--- config.mk ---
export PLATFORM = sky130hd
export DESIGN_NAME = ram_host_loader
export DESIGN_NICKNAME = d
export VERILOG_FILES = /design/src/rtl/apple1_loader_pkg.sv /design/src/rtl/ram_host_loader.sv
export SDC_FILE = /design/constraint.sdc
export NUM_CORES = 1
export LEC_CHECK = 0
export BUFFER_PORTS_ARGS = -buffer_cell sky130_fd_sc_hd__buf_2
export CORE_ASPECT_RATIO = 1.1
export CORE_MARGIN = 8
export CORE_UTILIZATION = 53
export DETAILED_ROUTE_END_ITERATION = 7
export GPL_TIMING_DRIVEN = 0
export PLACE_DENSITY = 0.77
export SLEW_MARGIN = 20
export SYNTH_ARGS = -nofsm -noshare
export SYNTH_HDL_FRONTEND = slang
export SYNTH_SLANG_ARGS = --single-unit
export TNS_END_PERCENT = 5
--- constraint.sdc ---
create_clock -name clk -period 2.4 [get_ports clk]
set_input_delay 0.36 -clock clk [delete_from_list [all_inputs] [get_ports clk]]
set_output_delay 0.36 -clock clk [all_outputs]
set_load 0.02 [all_outputs]
--- src/rtl/apple1_loader_pkg.sv ---
// Shared constants and state encoding for the host-side RAM loader.
// Contents:
//   ADDR_W_DEF / LEN_W_DEF  default address and length widths
//   CMD_WRITE / CMD_READ    command bytes from the host ('W' / 'R')
//   ACK_BYTE                byte returned after a write transfer ('K')
//   state_e                 loader FSM states
package apple1_loader_pkg;

    localparam int unsigned ADDR_W_DEF = 15;
    localparam int unsigned LEN_W_DEF  = 16;

    localparam logic [7:0] CMD_WRITE = 8'h57;
    localparam logic [7:0] CMD_READ  = 8'h52;
    localparam logic [7:0] ACK_BYTE  = 8'h4B;

    typedef enum logic [3:0] {
        ST_IDLE,
        ST_HDR0,
        ST_HDR1,
        ST_HDR2,
        ST_HDR3,
        ST_WRITE,
        ST_ACK,
        ST_RD_ISSUE,
        ST_RD_CAP,
        ST_RD_SEND
    } state_e;

endpackage

--- src/rtl/ram_host_loader.sv ---
// Host-side master for the Apple-1 embedded RAM port.
// Receives 'W'/'R' commands with a big-endian 4-byte header (address, length)
// over a valid/ready byte link, then writes the following data bytes into RAM
// or streams RAM contents back to the host. busy holds the CPU off the RAM
// for the duration of a transfer.
// Ports:
//   clk, reset           system clock, synchronous active-high reset
//   rx_data/valid/ready  command and data bytes from the host
//   tx_data/valid/ready  bytes to the host ('K' ack or read data)
//   ram_we/addr/din      RAM write/address port (one write per cycle max)
//   ram_dout             registered RAM read data, valid one cycle after addr
//   busy                 transfer in progress
//   err                  one-cycle pulse on an unknown command byte
module ram_host_loader
    import apple1_loader_pkg::*;
#(
    parameter int unsigned ADDR_W = ADDR_W_DEF,
    parameter int unsigned LEN_W  = LEN_W_DEF
) (
    input  logic              clk,
    input  logic              reset,
    input  logic [7:0]        rx_data,
    input  logic              rx_valid,
    output logic              rx_ready,
    output logic [7:0]        tx_data,
    output logic              tx_valid,
    input  logic              tx_ready,
    output logic              ram_we,
    output logic [ADDR_W-1:0] ram_addr,
    output logic [7:0]        ram_din,
    input  logic [7:0]        ram_dout,
    output logic              busy,
    output logic              err
);

    state_e            state_q;
    logic              is_write_q;
    logic [ADDR_W-1:0] addr_q;
    logic [LEN_W-1:0]  count_q;
    logic [7:0]        tx_data_q;
    logic              tx_valid_q;
    logic              ram_we_q;
    logic [ADDR_W-1:0] ram_addr_q;
    logic [7:0]        ram_din_q;
    logic              busy_q;
    logic              err_q;

    logic              rx_fire_d;
    logic              tx_fire_d;
    logic [LEN_W-1:0]  len_d;
    logic [ADDR_W-1:0] addr_inc_d;

    // In WRITE the loader stops taking bytes once the last one is in; the
    // remaining WRITE cycle is the write of that last byte.
    always_comb begin
        rx_ready = 1'b0;
        if (!reset) begin
            unique case (state_q)
                ST_IDLE, ST_HDR0, ST_HDR1, ST_HDR2, ST_HDR3: rx_ready = 1'b1;
                ST_WRITE: rx_ready = (count_q != '0);
                default:  rx_ready = 1'b0;
            endcase
        end
    end

    assign rx_fire_d  = rx_valid && rx_ready;
    assign tx_fire_d  = tx_valid_q && tx_ready;
    assign len_d      = {count_q[LEN_W-1:8], rx_data};
    assign addr_inc_d = addr_q + ADDR_W'(1);

    always_ff @(posedge clk) begin
        if (reset) begin
            state_q    <= ST_IDLE;
            is_write_q <= 1'b0;
            addr_q     <= '0;
            count_q    <= '0;
            tx_data_q  <= '0;
            tx_valid_q <= 1'b0;
            ram_we_q   <= 1'b0;
            ram_addr_q <= '0;
            ram_din_q  <= '0;
            busy_q     <= 1'b0;
            err_q      <= 1'b0;
        end else begin
            ram_we_q <= 1'b0;
            err_q    <= 1'b0;
            unique case (state_q)
                ST_IDLE: begin
                    if (rx_fire_d) begin
                        if (rx_data == CMD_WRITE || rx_data == CMD_READ) begin
                            is_write_q <= (rx_data == CMD_WRITE);
                            busy_q     <= 1'b1;
                            state_q    <= ST_HDR0;
                        end else begin
                            err_q <= 1'b1;
                        end
                    end
                end
                ST_HDR0: if (rx_fire_d) begin
                    // High address bits beyond ADDR_W fall off in the cast.
                    addr_q  <= ADDR_W'({rx_data, 8'h00});
                    state_q <= ST_HDR1;
                end
                ST_HDR1: if (rx_fire_d) begin
                    addr_q  <= {addr_q[ADDR_W-1:8], rx_data};
                    state_q <= ST_HDR2;
                end
                ST_HDR2: if (rx_fire_d) begin
                    count_q <= LEN_W'({rx_data, 8'h00});
                    state_q <= ST_HDR3;
                end
                ST_HDR3: if (rx_fire_d) begin
                    count_q <= len_d;
                    if (is_write_q) begin
                        state_q <= (len_d != '0) ? ST_WRITE : ST_ACK;
                        if (len_d == '0) begin
                            tx_data_q  <= ACK_BYTE;
                            tx_valid_q <= 1'b1;
                        end
                    end else if (len_d != '0) begin
                        // Address goes out now so RAM data is ready in RD_CAP.
                        ram_addr_q <= addr_q;
                        state_q    <= ST_RD_ISSUE;
                    end else begin
                        busy_q  <= 1'b0;
                        state_q <= ST_IDLE;
                    end
                end
                ST_WRITE: begin
                    if (rx_fire_d) begin
                        ram_we_q   <= 1'b1;
                        ram_addr_q <= addr_q;
                        ram_din_q  <= rx_data;
                        addr_q     <= addr_inc_d;
                        count_q    <= count_q - LEN_W'(1);
                    end else if (count_q == '0) begin
                        tx_data_q  <= ACK_BYTE;
                        tx_valid_q <= 1'b1;
                        state_q    <= ST_ACK;
                    end
                end
                ST_ACK: if (tx_fire_d) begin
                    tx_valid_q <= 1'b0;
                    busy_q     <= 1'b0;
                    state_q    <= ST_IDLE;
                end
                ST_RD_ISSUE: begin
                    ram_addr_q <= addr_q;
                    state_q    <= ST_RD_CAP;
                end
                ST_RD_CAP: begin
                    tx_data_q  <= ram_dout;
                    tx_valid_q <= 1'b1;
                    state_q    <= ST_RD_SEND;
                end
                ST_RD_SEND: if (tx_fire_d) begin
                    tx_valid_q <= 1'b0;
                    addr_q     <= addr_inc_d;
                    count_q    <= count_q - LEN_W'(1);
                    if (count_q == LEN_W'(1)) begin
                        busy_q  <= 1'b0;
                        state_q <= ST_IDLE;
                    end else begin
                        ram_addr_q <= addr_inc_d;
                        state_q    <= ST_RD_ISSUE;
                    end
                end
                default: state_q <= ST_IDLE;
            endcase
        end
    end

    assign tx_data  = tx_data_q;
    assign tx_valid = tx_valid_q;
    assign ram_we   = ram_we_q;
    assign ram_addr = ram_addr_q;
    assign ram_din  = ram_din_q;
    assign busy     = busy_q;
    assign err      = err_q;

endmodule

# After elaboration in Yosys (flattened, before gate mapping)
# Cells that the tools add are included.
# classes
n_addsub,2
eq_ne,31
n_mux,57
bitwise,5
n_reduce_logical,31
# ops
cell,n
2-to-1 mux 15 bit,9
case mux 15 bit (4 select lines),2
case mux 16 bit (4 select lines),1
2-to-1 mux 8 bit,7
2-to-1 mux 16 bit,3
2-to-1 mux 4 bit,10
case mux 4 bit (10 select lines),1
inequality test 2 bit (second input constant),18
logical NOT 16 bit,2
nonzero test 16 bit,2
case mux 8 bit (3 select lines),1
AND reduction 5 bit,4
nonzero test 4 bit,5
equality test 16 x 1 -> 1 bit (second input constant),1
equality test 4 x 3 -> 1 bit (second input constant),4
equality test 8 x 7 -> 1 bit (second input constant),2
2-to-1 mux 1 bit,16
subtractor 16 x 1 -> 16 bit (second input constant),1
adder 15 x 1 -> 15 bit (second input constant),1
AND reduction 7 bit,2
AND reduction 10 bit,1
2-to-1 mux 3 bit,3
AND reduction 9 bit,1
nonzero test 3 bit,3
17 further kinds,26
# totals
reg_bits,71
wordCells,139

# Depth between registers and ports, before layout
# depth
ltp_word,7
ltp_mapped,9
ltp_nobuf,8

# Least setup slack after synthesis
# No wires, ideal clock.
# synth_path
path_type,input -> register
from,input rx_data[2]
to,"register ram_addr_q[11], in the netlist ram_addr[11]"
setup_ps,122
t_arrival_ps,2281
required_ps,2278
slack_ps,-3
path_stages,8
path_buffers,2
cell_sequence,buf_6 > or4_1 > or4_4 > o2111a_1 > o21ai_2 > buf_2 > o21bai_1 > o311a_1
# synth_via
elab_chain_len,3
# synth_rtl
item,line_no,text
start: declaration,ram_host_loader.sv:22,"input logic [7:0] rx_data,"
nonzero test 16 bit,ram_host_loader.sv:120,end else if (len_d != '0) begin
inequality test 2 bit (no line),-,
AND reduction 7 bit (no line),-,
end signal: assignment,ram_host_loader.sv:122,ram_addr_q <= addr_q;
end signal: assignment,ram_host_loader.sv:132,ram_addr_q <= addr_q;
end signal: assignment,ram_host_loader.sv:148,ram_addr_q <= addr_q;
end: declaration,ram_host_loader.sv:43,logic [ADDR_W-1:0] ram_addr_q;
# No other way between the ends.
# A chain may end at the register's enable or synchronous reset.

# Worst setup path after layout
# layout_path
from,register count_q[12]
to,output rx_ready
# layout_via
elab_chain_len,3
# layout_rtl
item,line_no,text
start: declaration,ram_host_loader.sv:39,logic [LEN_W-1:0] count_q;
start signal: assignment,ram_host_loader.sv:109,"count_q <= LEN_W'({rx_data, 8'h00});"
start signal: assignment,ram_host_loader.sv:113,count_q <= len_d;
start signal: assignment,ram_host_loader.sv:135,count_q <= count_q - LEN_W'(1);
nonzero test 16 bit,ram_host_loader.sv:60,ST_WRITE: rx_ready = (count_q != '0);
case mux 1 bit (2 select lines),ram_host_loader.sv:58,unique case (state_q)
2-to-1 mux 1 bit,ram_host_loader.sv:57,if (!reset) begin
end: declaration,ram_host_loader.sv:24,"output logic rx_ready,"
# No other way between the ends.

==> results.sh <==
export IMPL_outcome="finished, violations left"
export IMPL_violations="setup timing"
export IMPL_synth_area_um2=4305
export IMPL_setup_worst_path_end="rx_ready"
export IMPL_final_cells=724
export IMPL_multi_input_area_um2=2761
export IMPL_reg2reg_depth=7
export IMPL_via_per_inst=6.363
export IMPL_detail_route_wl_per_cell_um=18.98
export IMPL_first_pass_iters=5
export IMPL_post_route_cell_area_um2=5112
export IMPL_worst_path_buf_inv=1
export IMPL_initialDrtViolationCount=442
export IMPL_ff2ff_setup_slack_ps=-130
export IMPL_grt_pass1_wl_mm=21.95
export IMPL_wl_mm=13.74
export IMPL_setup_violations=30
export IMPL_endpoint_kind="output pin"
export IMPL_timing_rr_start="count_q[8]"
export IMPL_cts_inserted_buffers=9
export IMPL_cts_hold_buf=0
export IMPL_max_cap_violations=0
export IMPL_antennaDiodeCount=0
export IMPL_boundaryPins=56
export IMPL_vias=4607
export IMPL_grt_util_met3=0.05905
export IMPL_finalNetCount=637
export IMPL_pwr_density_cell_nw_per_um2=446.8
export IMPL_antenna_found_initial=0
export IMPL_clock_sinks=71
export IMPL_final_cell_mix="dfxtp_1 (64), buf_2 (56), nor2_1 (53), a21oi_1 (39), nand2_1 (32)"
export IMPL_clk_pin_slew_ps=80
export IMPL_htreeDepth=3
export IMPL_hold_class="primary input to register"
export IMPL_vdd_ir_drop_max_v=0.0003502
export IMPL_tritoncts="built"
export IMPL_p_leak_nw=1.956
export IMPL_relSlewSlack=0.3196
export IMPL_clock_latency_ps=360
export IMPL_worstPathArrival_ps=2190
export IMPL_die_w_um=101.9
export IMPL_clock_skew_ps=14.65
export IMPL_rows=34
export IMPL_fin_hold_ws_ps=253.8
export IMPL_drive_above_1_share=0.2370
export IMPL_netlist_instances=542
export IMPL_use_met2=0.3747
export IMPL_tightest_slew_ps=1011
export IMPL_grt_util_all_layers=0.2399
export IMPL_cp_data_required_time_ps=2040
export IMPL_critPathLaunch="count_q[12]"
export IMPL_crit_chain="or4_4 -> nor4_4 -> a21oi_1 -> nor2_1 -> nor3_2 -> buf_4"
export IMPL_placed_cells=703
export IMPL_busiest_layer="met2"
export IMPL_synth_avg_cell_area_um2=7.944
export IMPL_ctsLongestPathBuffers=2
export IMPL_final_hold_violation_count=0
export IMPL_max_freq_mhz=392.4
export IMPL_synthFlopType="dfxtp_1"
export IMPL_crit_family="simple AND/OR/NAND/NOR gates"
export IMPL_dieArea_um2=11270
export IMPL_grt_overflow=0
export IMPL_synth_edf_count=0
export IMPL_synth_seq_cells=71
export IMPL_timing_final_crit_share=1.062
export IMPL_die_y_um=110.5
export IMPL_ys_types=64
export IMPL_yosysWarnings=0
export IMPL_fin_crit_ps=2548
export IMPL_critPathKind="register to output pin"
export IMPL_place_congestion=0.9459
export IMPL_first_global_vias=4424
export IMPL_clockRootBuffer="clkbuf_8"
export IMPL_cp_max_fo=5
export IMPL_rsz0062_at_grt="true"
export IMPL_worst_path_stages=6
export IMPL_ys_async_sr_fraction=0
export IMPL_syn_num_nets=567
export IMPL_fp_coreArea_um2=7913
export IMPL_hpwl_mm=9.601
export IMPL_utilization=0.6461
export IMPL_area_growth_pct=18.74
export IMPL_crit_path_start_kind="register"
export IMPL_io_buffers=53
export IMPL_initial_utilization=0.5441
export IMPL_final_common_cell="dfxtp_1"
export IMPL_detail_route_antenna_nets=0
export IMPL_setup_ws_ps=-148.4
export IMPL_grt_met1_usage=0.3041
export IMPL_grt_max_degree=13
export IMPL_drv_slew=0
export IMPL_reg2reg_to="ram_addr[13]"
export IMPL_place_area_um2=4715
export IMPL_ys_seq_area_frac=0.3301
export IMPL_max_stage_delay_ps=570
export IMPL_worst_path_max_delay_cell="or4_4"
export IMPL_remaining_drc_errors=0
export IMPL_nFillCells=719
export IMPL_seqCellArea_um2=1430
## how the worst min path moves through the flow
stage / to / from / slack, ps / cells after the start
finish: tx_data[4] / ram_dout[4] / 250 / 3
detailed placement: tx_data[0] / tx_data[0] / 460 / 2
global placement: tx_data[1] / tx_data[1] / 450 / 2
CTS: tx_data[4] / ram_dout[4] / 260 / 3
floorplan: count_q[15] / count_q[15] / 450 / 2
global route: tx_data[2] / ram_dout[2] / 260 / 3
## through the flow
stage                     power (mW)  setup TNS [ps]  setup slack (ps)
final                          2.284           -1692            -148.4
after global routing           2.352           -5337            -202.9
after CTS                      2.273          -814.6            -95.93
after detailed placement       1.333          -11970            -339.3
after global placement         1.331          -12320            -543.8
after floorplan                1.277          -2.463           -0.6186
## tightest hold or removal path: stages
cell,delay [ps]
buf_2,80
a22oi_1,70
nor2_1,70
## repair_timing
action                     4_1_cts  5_1_grt
buffers inserted                 3        4
setup endpoints to repair       64       63
pin swaps                        5        8
resized for setup               19       38
## routing by layer
layer  wire length, um  vias up
li1                  -     2171
met1              5703     2140
met2              6384      243
met3              1239       53
met4               412        0
met5                 0        -
## final cells by class
class	count	area share
inverter	15	0.01101
clock inverter	5	0.01175
multi-input combinational	412	0.5401
buffer	43	0.04332
sequential	71	0.2797
clock buffer	10	0.02496
timing repair buffer	60	0.06265
tap	108	0.02643
## Yosys cell counts (12+ instances only)
cell | instances | share of area
a21oi_1 | 39 | 0.045
a22oi_1 | 13 | 0.023
clkbuf_1 | 29 | 0.025
dfxtp_1 | 71 | 0.33
inv_1 | 15 | 0.013
nand2_1 | 33 | 0.029
nand3_1 | 20 | 0.023
nor2_1 | 54 | 0.047
nor2b_1 | 12 | 0.017
nor3_1 | 30 | 0.035
o21ai_0 | 24 | 0.028
o21bai_1 | 12 | 0.021
o311a_1 | 12 | 0.028
## cells by family after synthesis
| kind of cell | synth area share |
|---|---|
| xor+xnor | 0.03865 |
| compound gates | 0.2944 |
| mux | 0.01860 |
| simple gates | 0.2459 |
| fa+ha+maj | 0.01453 |
| flops | 0.3301 |
| buf+inv | 0.05783 |
## state kept, by name (all words and copies together) (netlist names), 4 cells and up
signal / count
addr_q: 15
tx_data: 8
ram_din: 8
state_q: 4
ram_addr: 15
count_q: 16
## power by group
group	leakage, nW	switching (mW)	internal [mW]
combinational	1.29	0.0880	0.0400
clock	0.0923	0.495	0.477
sequential	0.576	0.00295	1.18
total	1.96	0.586	1.70
No activity file was read; power rests on OpenSTA's default activity.
